File: src/rtl/dispatch_source.sv
// dispatch_source: front-end sequencer between the host command decoder and
// the spiking-network core. Accepts RUN/SPK/SNC/CLR commands over valid/ready
// and converts each into cycle-accurate network and sink controls.
// Optional feature macro: DISPATCH_SPK_DROP_CNT_EN adds spk_drop_cnt, a
// saturating count of out-of-range SPK commands that were dropped.
module dispatch_source #(
    parameter int NUM_INP   = 4,
    parameter int IDX_WIDTH = (NUM_INP > 1) ? $clog2(NUM_INP) : 1,
    parameter int CHG_WIDTH = 8,
    parameter int RUN_WIDTH = 16,
    parameter int OPR_WIDTH = (RUN_WIDTH > IDX_WIDTH + CHG_WIDTH) ?
                              RUN_WIDTH : IDX_WIDTH + CHG_WIDTH
) (
    input  logic                 clk,
    input  logic                 rst,
    input  logic                 cmd_valid,
    output logic                 cmd_ready,
    input  logic [1:0]           cmd_opc,
    input  logic [OPR_WIDTH-1:0] cmd_opr,
    output logic                 net_run,
    output logic                 net_inp_valid,
    output logic [IDX_WIDTH-1:0] net_inp_idx,
    output logic [CHG_WIDTH-1:0] net_inp_chg,
    output logic                 net_clear,
    output logic                 snc_req,
    input  logic                 snc_ack,
    output logic [1:0]           sink_flg
`ifdef DISPATCH_SPK_DROP_CNT_EN
    ,
    output logic [7:0]           spk_drop_cnt
`endif
);

    typedef enum logic [1:0] {
        OPC_RUN = 2'd0,
        OPC_SPK = 2'd1,
        OPC_SNC = 2'd2,
        OPC_CLR = 2'd3
    } opc_e;

    typedef enum logic [1:0] {
        S_IDLE = 2'd0,
        S_RUN  = 2'd1,
        S_SYNC = 2'd2,
        S_CLR  = 2'd3
    } state_e;

    // NUM_INP always fits in IDX_WIDTH+1 bits, so the range check is exact.
    localparam logic [IDX_WIDTH:0] C_NUM_INP = (IDX_WIDTH + 1)'(NUM_INP);

    state_e                 r_state;
    logic [RUN_WIDTH-1:0]   r_run_cnt;
    logic                   r_net_run;
    logic                   r_net_inp_valid;
    logic [IDX_WIDTH-1:0]   r_net_inp_idx;
    logic [CHG_WIDTH-1:0]   r_net_inp_chg;
    logic                   r_net_clear;
    logic                   r_snc_req;
    logic [1:0]             r_sink_flg;

    opc_e                   w_opc;
    logic                   w_accept;
    logic [RUN_WIDTH-1:0]   w_run_cnt;
    logic [IDX_WIDTH-1:0]   w_spk_idx;
    logic [CHG_WIDTH-1:0]   w_spk_chg;
    logic                   w_spk_in_range;

    assign cmd_ready      = (r_state == S_IDLE) && !rst;
    assign w_accept       = cmd_valid && cmd_ready;
    assign w_opc          = opc_e'(cmd_opc);
    assign w_run_cnt      = cmd_opr[RUN_WIDTH-1:0];
    assign w_spk_chg      = cmd_opr[CHG_WIDTH-1:0];
    assign w_spk_idx      = cmd_opr[IDX_WIDTH+CHG_WIDTH-1:CHG_WIDTH];
    assign w_spk_in_range = ({1'b0, w_spk_idx} < C_NUM_INP);

    // Command FSM with registered network and sink outputs.
    always_ff @(posedge clk) begin
        if (rst) begin
            r_state         <= S_IDLE;
            r_run_cnt       <= '0;
            r_net_run       <= 1'b0;
            r_net_inp_valid <= 1'b0;
            r_net_inp_idx   <= '0;
            r_net_inp_chg   <= '0;
            r_net_clear     <= 1'b0;
            r_snc_req       <= 1'b0;
            r_sink_flg      <= '0;
        end else begin
            r_net_inp_valid <= 1'b0;
            r_net_clear     <= 1'b0;
            r_sink_flg      <= '0;
            case (r_state)
                S_IDLE: begin
                    if (w_accept) begin
                        case (w_opc)
                            OPC_SPK: begin
                                if (w_spk_in_range) begin
                                    r_net_inp_valid <= 1'b1;
                                    r_net_inp_idx   <= w_spk_idx;
                                    r_net_inp_chg   <= w_spk_chg;
                                end
                            end
                            OPC_RUN: begin
                                if (w_run_cnt != '0) begin
                                    r_run_cnt <= w_run_cnt;
                                    r_net_run <= 1'b1;
                                    r_state   <= S_RUN;
                                end
                            end
                            OPC_SNC: begin
                                r_snc_req <= 1'b1;
                                r_state   <= S_SYNC;
                            end
                            default: begin
                                r_net_clear <= 1'b1;
                                r_sink_flg  <= 2'b10;
                                r_state     <= S_CLR;
                            end
                        endcase
                    end
                end
                S_RUN: begin
                    // net_run was raised on entry, so it drops when the last
                    // remaining count is consumed, giving exactly n high cycles.
                    r_run_cnt <= r_run_cnt - RUN_WIDTH'(1);
                    if (r_run_cnt == RUN_WIDTH'(1)) begin
                        r_net_run <= 1'b0;
                        r_state   <= S_IDLE;
                    end
                end
                S_SYNC: begin
                    if (snc_ack) begin
                        r_snc_req  <= 1'b0;
                        r_sink_flg <= 2'b01;
                        r_state    <= S_IDLE;
                    end
                end
                default: begin
                    r_state <= S_IDLE;
                end
            endcase
        end
    end

    assign net_run       = r_net_run;
    assign net_inp_valid = r_net_inp_valid;
    assign net_inp_idx   = r_net_inp_idx;
    assign net_inp_chg   = r_net_inp_chg;
    assign net_clear     = r_net_clear;
    assign snc_req       = r_snc_req;
    assign sink_flg      = r_sink_flg;

`ifdef DISPATCH_SPK_DROP_CNT_EN
    logic       w_spk_drop;
    logic [7:0] r_spk_drop_cnt;

    assign w_spk_drop = w_accept && (w_opc == OPC_SPK) && !w_spk_in_range;

    // Saturating counter of dropped out-of-range spikes.
    always_ff @(posedge clk) begin
        if (rst) begin
            r_spk_drop_cnt <= '0;
        end else if (w_spk_drop && (r_spk_drop_cnt != 8'hFF)) begin
            r_spk_drop_cnt <= r_spk_drop_cnt + 8'd1;
        end
    end

    assign spk_drop_cnt = r_spk_drop_cnt;
`endif

endmodule

File: config.mk
export PLATFORM = sky130hd
export DESIGN_NAME = dispatch_source
export DESIGN_NICKNAME = d
export VERILOG_FILES = /design/src/rtl/dispatch_source.sv
export SDC_FILE = /design/constraint.sdc
export NUM_CORES = 1
export LEC_CHECK = 0
export BUFFER_PORTS_ARGS = -buffer_cell sky130_fd_sc_hd__clkbuf_2
export CORE_ASPECT_RATIO = 0.7
export CORE_MARGIN = 8
export CORE_UTILIZATION = 41
export CTS_CLUSTER_DIAMETER = 120
export DETAILED_ROUTE_END_ITERATION = 12
export GPL_TIMING_DRIVEN = 0
export PLACE_DENSITY = 0.66
export SETUP_SLACK_MARGIN = 0.02
export SLEW_MARGIN = 20
export SYNTH_ARGS = -nofsm -noshare
export SYNTH_HDL_FRONTEND = slang
export SYNTH_SLANG_ARGS = --single-unit
File: constraint.sdc
create_clock -name clk -period 1.5 [get_ports clk]
set_input_delay 0 -clock clk [delete_from_list [all_inputs] [get_ports clk]]
set_output_delay 0 -clock clk [all_outputs]
set_load 0.03 [all_outputs]
### After elaboration in Yosys (flattened, before gate mapping)

Index checks and enable logic that the tools add are counted.

| word-level totals | value |
|---|---|
| flip-flop bits (word level) | 34 |
| bits of input ports | 22 |
| output and inout port bits | 17 |
| logic and storage cells | 65 |

| cells by class | value |
|---|---|
| add/sub/neg operators | 1 |
| equal/unequal tests | 13 |
| mux-type cells | 25 |
| bitwise logic cells | 2 |
| reductions and logical operators | 15 |

Operator list:

| operator | number |
|---|---|
| $mux W16 | 3 |
| $pmux W16 S2 | 1 |
| $eq A16 B1 Y1 const B | 1 |
| $reduce_bool A16 Y1 | 1 |
| $sub A16 B1 Y16 const B | 1 |
| $mux W2 | 6 |
| $pmux W2 S3 | 2 |
| $mux W1 | 10 |
| $reduce_and A5 Y1 | 2 |
| $ne A2 B2 Y1 const B | 4 |
| $reduce_and A4 Y1 | 2 |
| $ne A2 B1 Y1 const B | 3 |
| $reduce_or A3 Y1 | 2 |
| $eq A2 B1 Y1 const B | 2 |
| $eq A2 B2 Y1 const B | 2 |
| $logic_not A2 Y1 | 2 |
| $pmux W1 S2 | 2 |
| $pmux W2 S2 | 1 |
| $reduce_bool A2 Y1 | 2 |
| $ne A3 B3 Y1 const B | 1 |
| $reduce_and A3 Y1 | 1 |
| $logic_and A1 B1 Y1 | 2 |
| $not A1 Y1 | 2 |
| $logic_not A1 Y1 | 1 |

### Longest topological paths before layout

| depth | value |
|---|---|
| depth in word-level cells | 5 |
| gate-level depth with buffers | 7 |
| mapped depth without buffers | 7 |

### Worst setup path after synthesis

Ideal clock, no wire load.

| path | value |
|---|---|
| kind | register -> register |
| start point | reg r_state[1] |
| end point | reg r_net_inp_chg[0] (netlist: net_inp_chg[0]) |
| setup time | 128 ps |
| arrival time | 1,668 ps |
| required time | 1,372 ps |
| setup slack | -295 ps |
| stages on the path, launching flop included | 7 |
| buffers on the path | 1 |
| cell sequence | dfxtp_1 -> nor3_2 -> nand3_1 -> nor2_1 -> buf_4 -> mux2i_1 -> nor2_1 |

| on the way | value |
|---|---|
| word-level cells in the longest chain between the ends | 4 |

RTL lines:

| item | RTL line | text |
|---|---|---|
| from (decl) | 51 | `state_e r_state;` |
| from (signal assigned) | 79 | `r_state <= S_IDLE;` |
| from (signal assigned) | 107 | `r_state <= S_RUN;` |
| from (signal assigned) | 112 | `r_state <= S_SYNC;` |
| $logic_not A2 Y1 | 68 | `assign cmd_ready = (r_state == S_IDLE) && !rst;` |
| $logic_and A1 B1 Y1 | 68 |  |
| named net cmd_ready | 17 | `output logic cmd_ready,` |
| $logic_and A1 B1 Y1 | 69 | `assign w_accept = cmd_valid && cmd_ready;` |
| $reduce_and A3 Y1 (no source line) | n/a |  |
| to (signal assigned) | 100 | `r_net_inp_chg <= w_spk_chg;` |
| to (decl) | 56 | `logic [CHG_WIDTH-1:0] r_net_inp_chg;` |

The timed path passes the listed nets, and every way through them passes these cells.
A chain may end at the register's enable or synchronous reset.

### Worst setup path after layout

| path | value |
|---|---|
| start point | reg r_run_cnt[5] |
| end point | reg r_state[0] |

| on the way | value |
|---|---|
| word-level cells in the longest chain between the ends | 3 |

RTL lines:

| item | RTL line | text |
|---|---|---|
| from (decl) | 52 | `logic [RUN_WIDTH-1:0] r_run_cnt;` |
| from (signal assigned) | 105 | `r_run_cnt <= w_run_cnt;` |
| from (signal assigned) | 125 | `r_run_cnt <= r_run_cnt - RUN_WIDTH'(1);` |
| $eq A16 B1 Y1 | 126 | `if (r_run_cnt == RUN_WIDTH'(1)) begin` |
| $ne A2 B2 Y1 (no source line) | n/a |  |
| $reduce_and A5 Y1 (no source line) | n/a |  |
| to (signal assigned) | 128 | `r_state <= S_IDLE;` |
| to (signal assigned) | 135 | `r_state <= S_IDLE;` |
| to (signal assigned) | 139 | `r_state <= S_IDLE;` |

No other way between the ends.

==> qor.csv <==
stage,metric,value,unit
clock_network,TritonCTS clock tree,done,
yosys,Mapped Area,1690,µm²
hold_path,worst min path class,in2reg,
yosys,Avg Synthesized Cell Area,8.29,µm²
yosys,"Async S/R FF share, synth",0,%
place,Post-DP Area,1970,µm²
setup_path,critical path arrival,1760,ps
sta,worst-margin pin slew,604,ps
sta,Worst Skew,8.34,ps
place,DPL Wire Length,3700,µm
layout,final instance area,2440,µm²
sta,period utilization,108,%
power_and_ir_drop,peak supply drop,0.593,mV
floorplanning,FP Rows,19,
setup_path,critical path peak fanout,3,
floorplanning,Ports,39,
power_and_ir_drop,"Power, Total",2500,µW
routing,vias,1877,
floorplanning,die height,69.7,µm
global_route,largest net degree at the start of global routing,11,
yosys,sequential share of the synthesized area,40.3,%
sta,Slew Limit Fails,0,
layout,Reg area,703,µm²
yosys,post-synthesis cell count,204,
sta,fmax,0.618,GHz
clock_network,"Clk Latency, worst-skew pair",280,ps
clock_network,depth of the CTS H-tree,2,
layout,Final #Nets,293,
routing,Detail Route Antenna Nets,0,
global_route,grt total ovfl,0,
outcome,status,"complete, but fails checks",
floorplanning,DIE AREA,6470,µm²
setup_path,Crit. End Element,flip-flop,
global_route,initial antenna violation count,0,
routing,DR WL/cell,17.9,µm
layout,diode count,0,
global_route,first-pass GRT wire length,8400,µm
clock_network,TritonCTS buffer count,5,
floorplanning,Placeable Area,3950,µm²
sta,Hold Slack,13.7,ps
setup_path,Critical R2R Launch,r_run_cnt[5],
routing,wire length on met3,504,µm
setup_path,crit path launch,r_run_cnt[5],
yosys,dominant synthesized flop cell,dfxtp_1,
yosys,Post-synth EDFFs,0,
yosys,Yosys top cell area share,40.3,%
routing,drt initial violations,181,
routing,met2 WL,2680,µm
routing,DRT met1 WL,2520,µm
routing,Top Metal Used,met4,
place,pre-CTS setup slack,-310,ps
yosys,Synth area leader,dfxtp_1,
clock_network,Root Buffer Master,clkbuf_8,
setup_path,startpoint type of the worst setup path,flip-flop,
global_route,number of global-route vias before repair,1700,
power_and_ir_drop,Leak,0.00101,µW
layout,Final Core Density,61.8,%
place,GPL Wtd Cong,0.821,
sta,Final setup viols,9,
clock_network,CTS Sinks,34,
sta,min Tclk post-route,1620,ps
global_route,Tot GR Track Use,16.0,%
yosys,Yosys reg bits,34,
layout,Area Overhead vs Synth,44.2,%
floorplanning,Starting Density,42.8,%
routing,DRC Markers,0,
layout,layout cells sized above 1,42.0,%
yosys,Yosys warning total,0,
hold_path,hold path start,cmd_opr[2],
clock_network,Worst-path clk slew,70,ps
routing,first-pass iteration count of the detailed router,4,
setup_path,WP data required,1640,ps
yosys,"top cells by area, synth","dfxtp_1 (40%), mux2i_1 (5.9%), nor2_1 (5.8%)",
yosys,Netlist cell types,42,
sta,Slew headroom,59.7,%
layout,Multi-input gate area,1130,µm²
routing,Via-to-Cell Ratio,5.85,
place,I/O Buffers,38,
sta,RSZ-0062 raised after global routing,true,
outcome,violated checks,setup timing,
power_and_ir_drop,PD cells,1030,nW/µm²
job,max cap viols,0,
floorplanning,DIE WIDTH,92.7,µm
sta,final hold violation count,0,
routing,DRT Wirelength,5740,µm
layout,Fillers,351,
sta,Final WS setup,-118,ps
setup_path,Crit Path Class,reg2reg,
clock_network,CTS Buffer Depth,2,
yosys,Mapped Nets,228,
[cells in the mapped netlist (2+ instances only)]
cell / count
dfxtp_1: 34
nor2_1: 26
nand2_1: 22
a21oi_1: 18
o21ai_0: 14
mux2i_1: 10
nor4_1: 8
inv_1: 7
buf_2: 5
or3_1: 5
clkbuf_1: 4
nor3_1: 4
o211ai_1: 4
nand2b_1: 3
a311oi_1: 2
a32oi_1: 2
ha_1: 2
nand3_1: 2
nand3_2: 2
nand4_1: 2
nand4b_1: 2
nor2b_1: 2
nor4b_1: 2
o211a_1: 2
o31ai_1: 2
o41ai_1: 2
[cell usage in the layout (no fill, tap or decap), types with 3 or more instances in the layout]
cell type / n
a21oi_1: 15
a21oi_2: 3
buf_4: 16
buf_6: 5
clkbuf_1: 5
clkbuf_2: 38
clkbuf_8: 5
dfxtp_1: 24
dfxtp_2: 6
dfxtp_4: 4
inv_1: 5
mux2i_1: 10
nand2_1: 21
nor2_1: 24
nor3_4: 4
nor4_1: 8
o211ai_1: 4
o21ai_0: 8
o21ai_1: 3
o21ai_2: 4
or3_1: 3
[cell type report]
cell class	count	area share [%]
tap	52	2.67
buffer	9	2.67
inverter	7	1.08
timing repair buffer	58	15.1
sequential	34	28.9
clock buffer	7	3.13
multi-input combinational	154	46.5
[kinds of logic after synthesis]
| kind of cell | after synthesis | synth area share [%] |
|---|---|---|
| AOI/OAI and AO/OA | 56 | 21.5 |
| DFF | 34 | 40.3 |
| buffers and inverters | 17 | 4.37 |
| adders and majority gates | 2 | 1.48 |
| muxes | 10 | 5.92 |
| and+or+nand+nor | 85 | 26.5 |
[critical path, stage by stage (launching register included)]
cell and delay (ps):
dfxtp_4 360, nor4_4 280, buf_6 160, nand4b_1 130
or3_4 380, a21oi_2 120, nor4_1 60
[flip-flops by register name, summed over array words and instances (netlist names)]
| signal | flops |
|---|---|
| net_clear | 1 |
| net_inp_chg | 8 |
| net_inp_idx | 2 |
| net_inp_valid | 1 |
| net_run | 1 |
| r_run_cnt | 16 |
| r_state | 2 |
| sink_flg | 2 |
| snc_req | 1 |
[stage by stage]
step                instances  TNS [ps]
floorplan                 204      -517
global placement          294     -1820
detailed placement        294     -2000
CTS                       311      -533
global route              321     -1390
finish                    321      -543
[power breakdown]
| part | internal (µW) | total, µW | switching, µW | leakage [µW] |
|---|---|---|---|---|
| combinational | 364 | 823 | 459 | 0.000687 |
| sequential | 963 | 1040 | 78.4 | 0.000282 |
| clock | 320 | 641 | 321 | 0.0000383 |
| total | 1650 | 2500 | 858 | 0.00101 |
[worst paths after layout]
path	end	slack, ps	depth (start not counted)
worst max-delay path	r_state[0]	-120	6
worst min register to register	net_run	470	2
worst max register to register	r_state[0]	-120	6
worst min-delay path	net_inp_chg[2]	10	3
[timing repair]
action	in CTS	in global routing
setup buffers	9	7
resized for setup	24	39
pin swaps	6	11
hold buffers	2	0
endpoints found under the setup margin	18	26
hold endpoints to repair	2	0
gates cloned	0	3
[routing by layer]
metal / GRT usage (%) / vias to the layer above
met4: 4.27 / 0
met5: 0 / -
met1: 21.3 / 899
met2: 24.1 / 82
li1: - / 889
met3: 4.76 / 7
No activity file was read; power rests on OpenSTA's default activity.
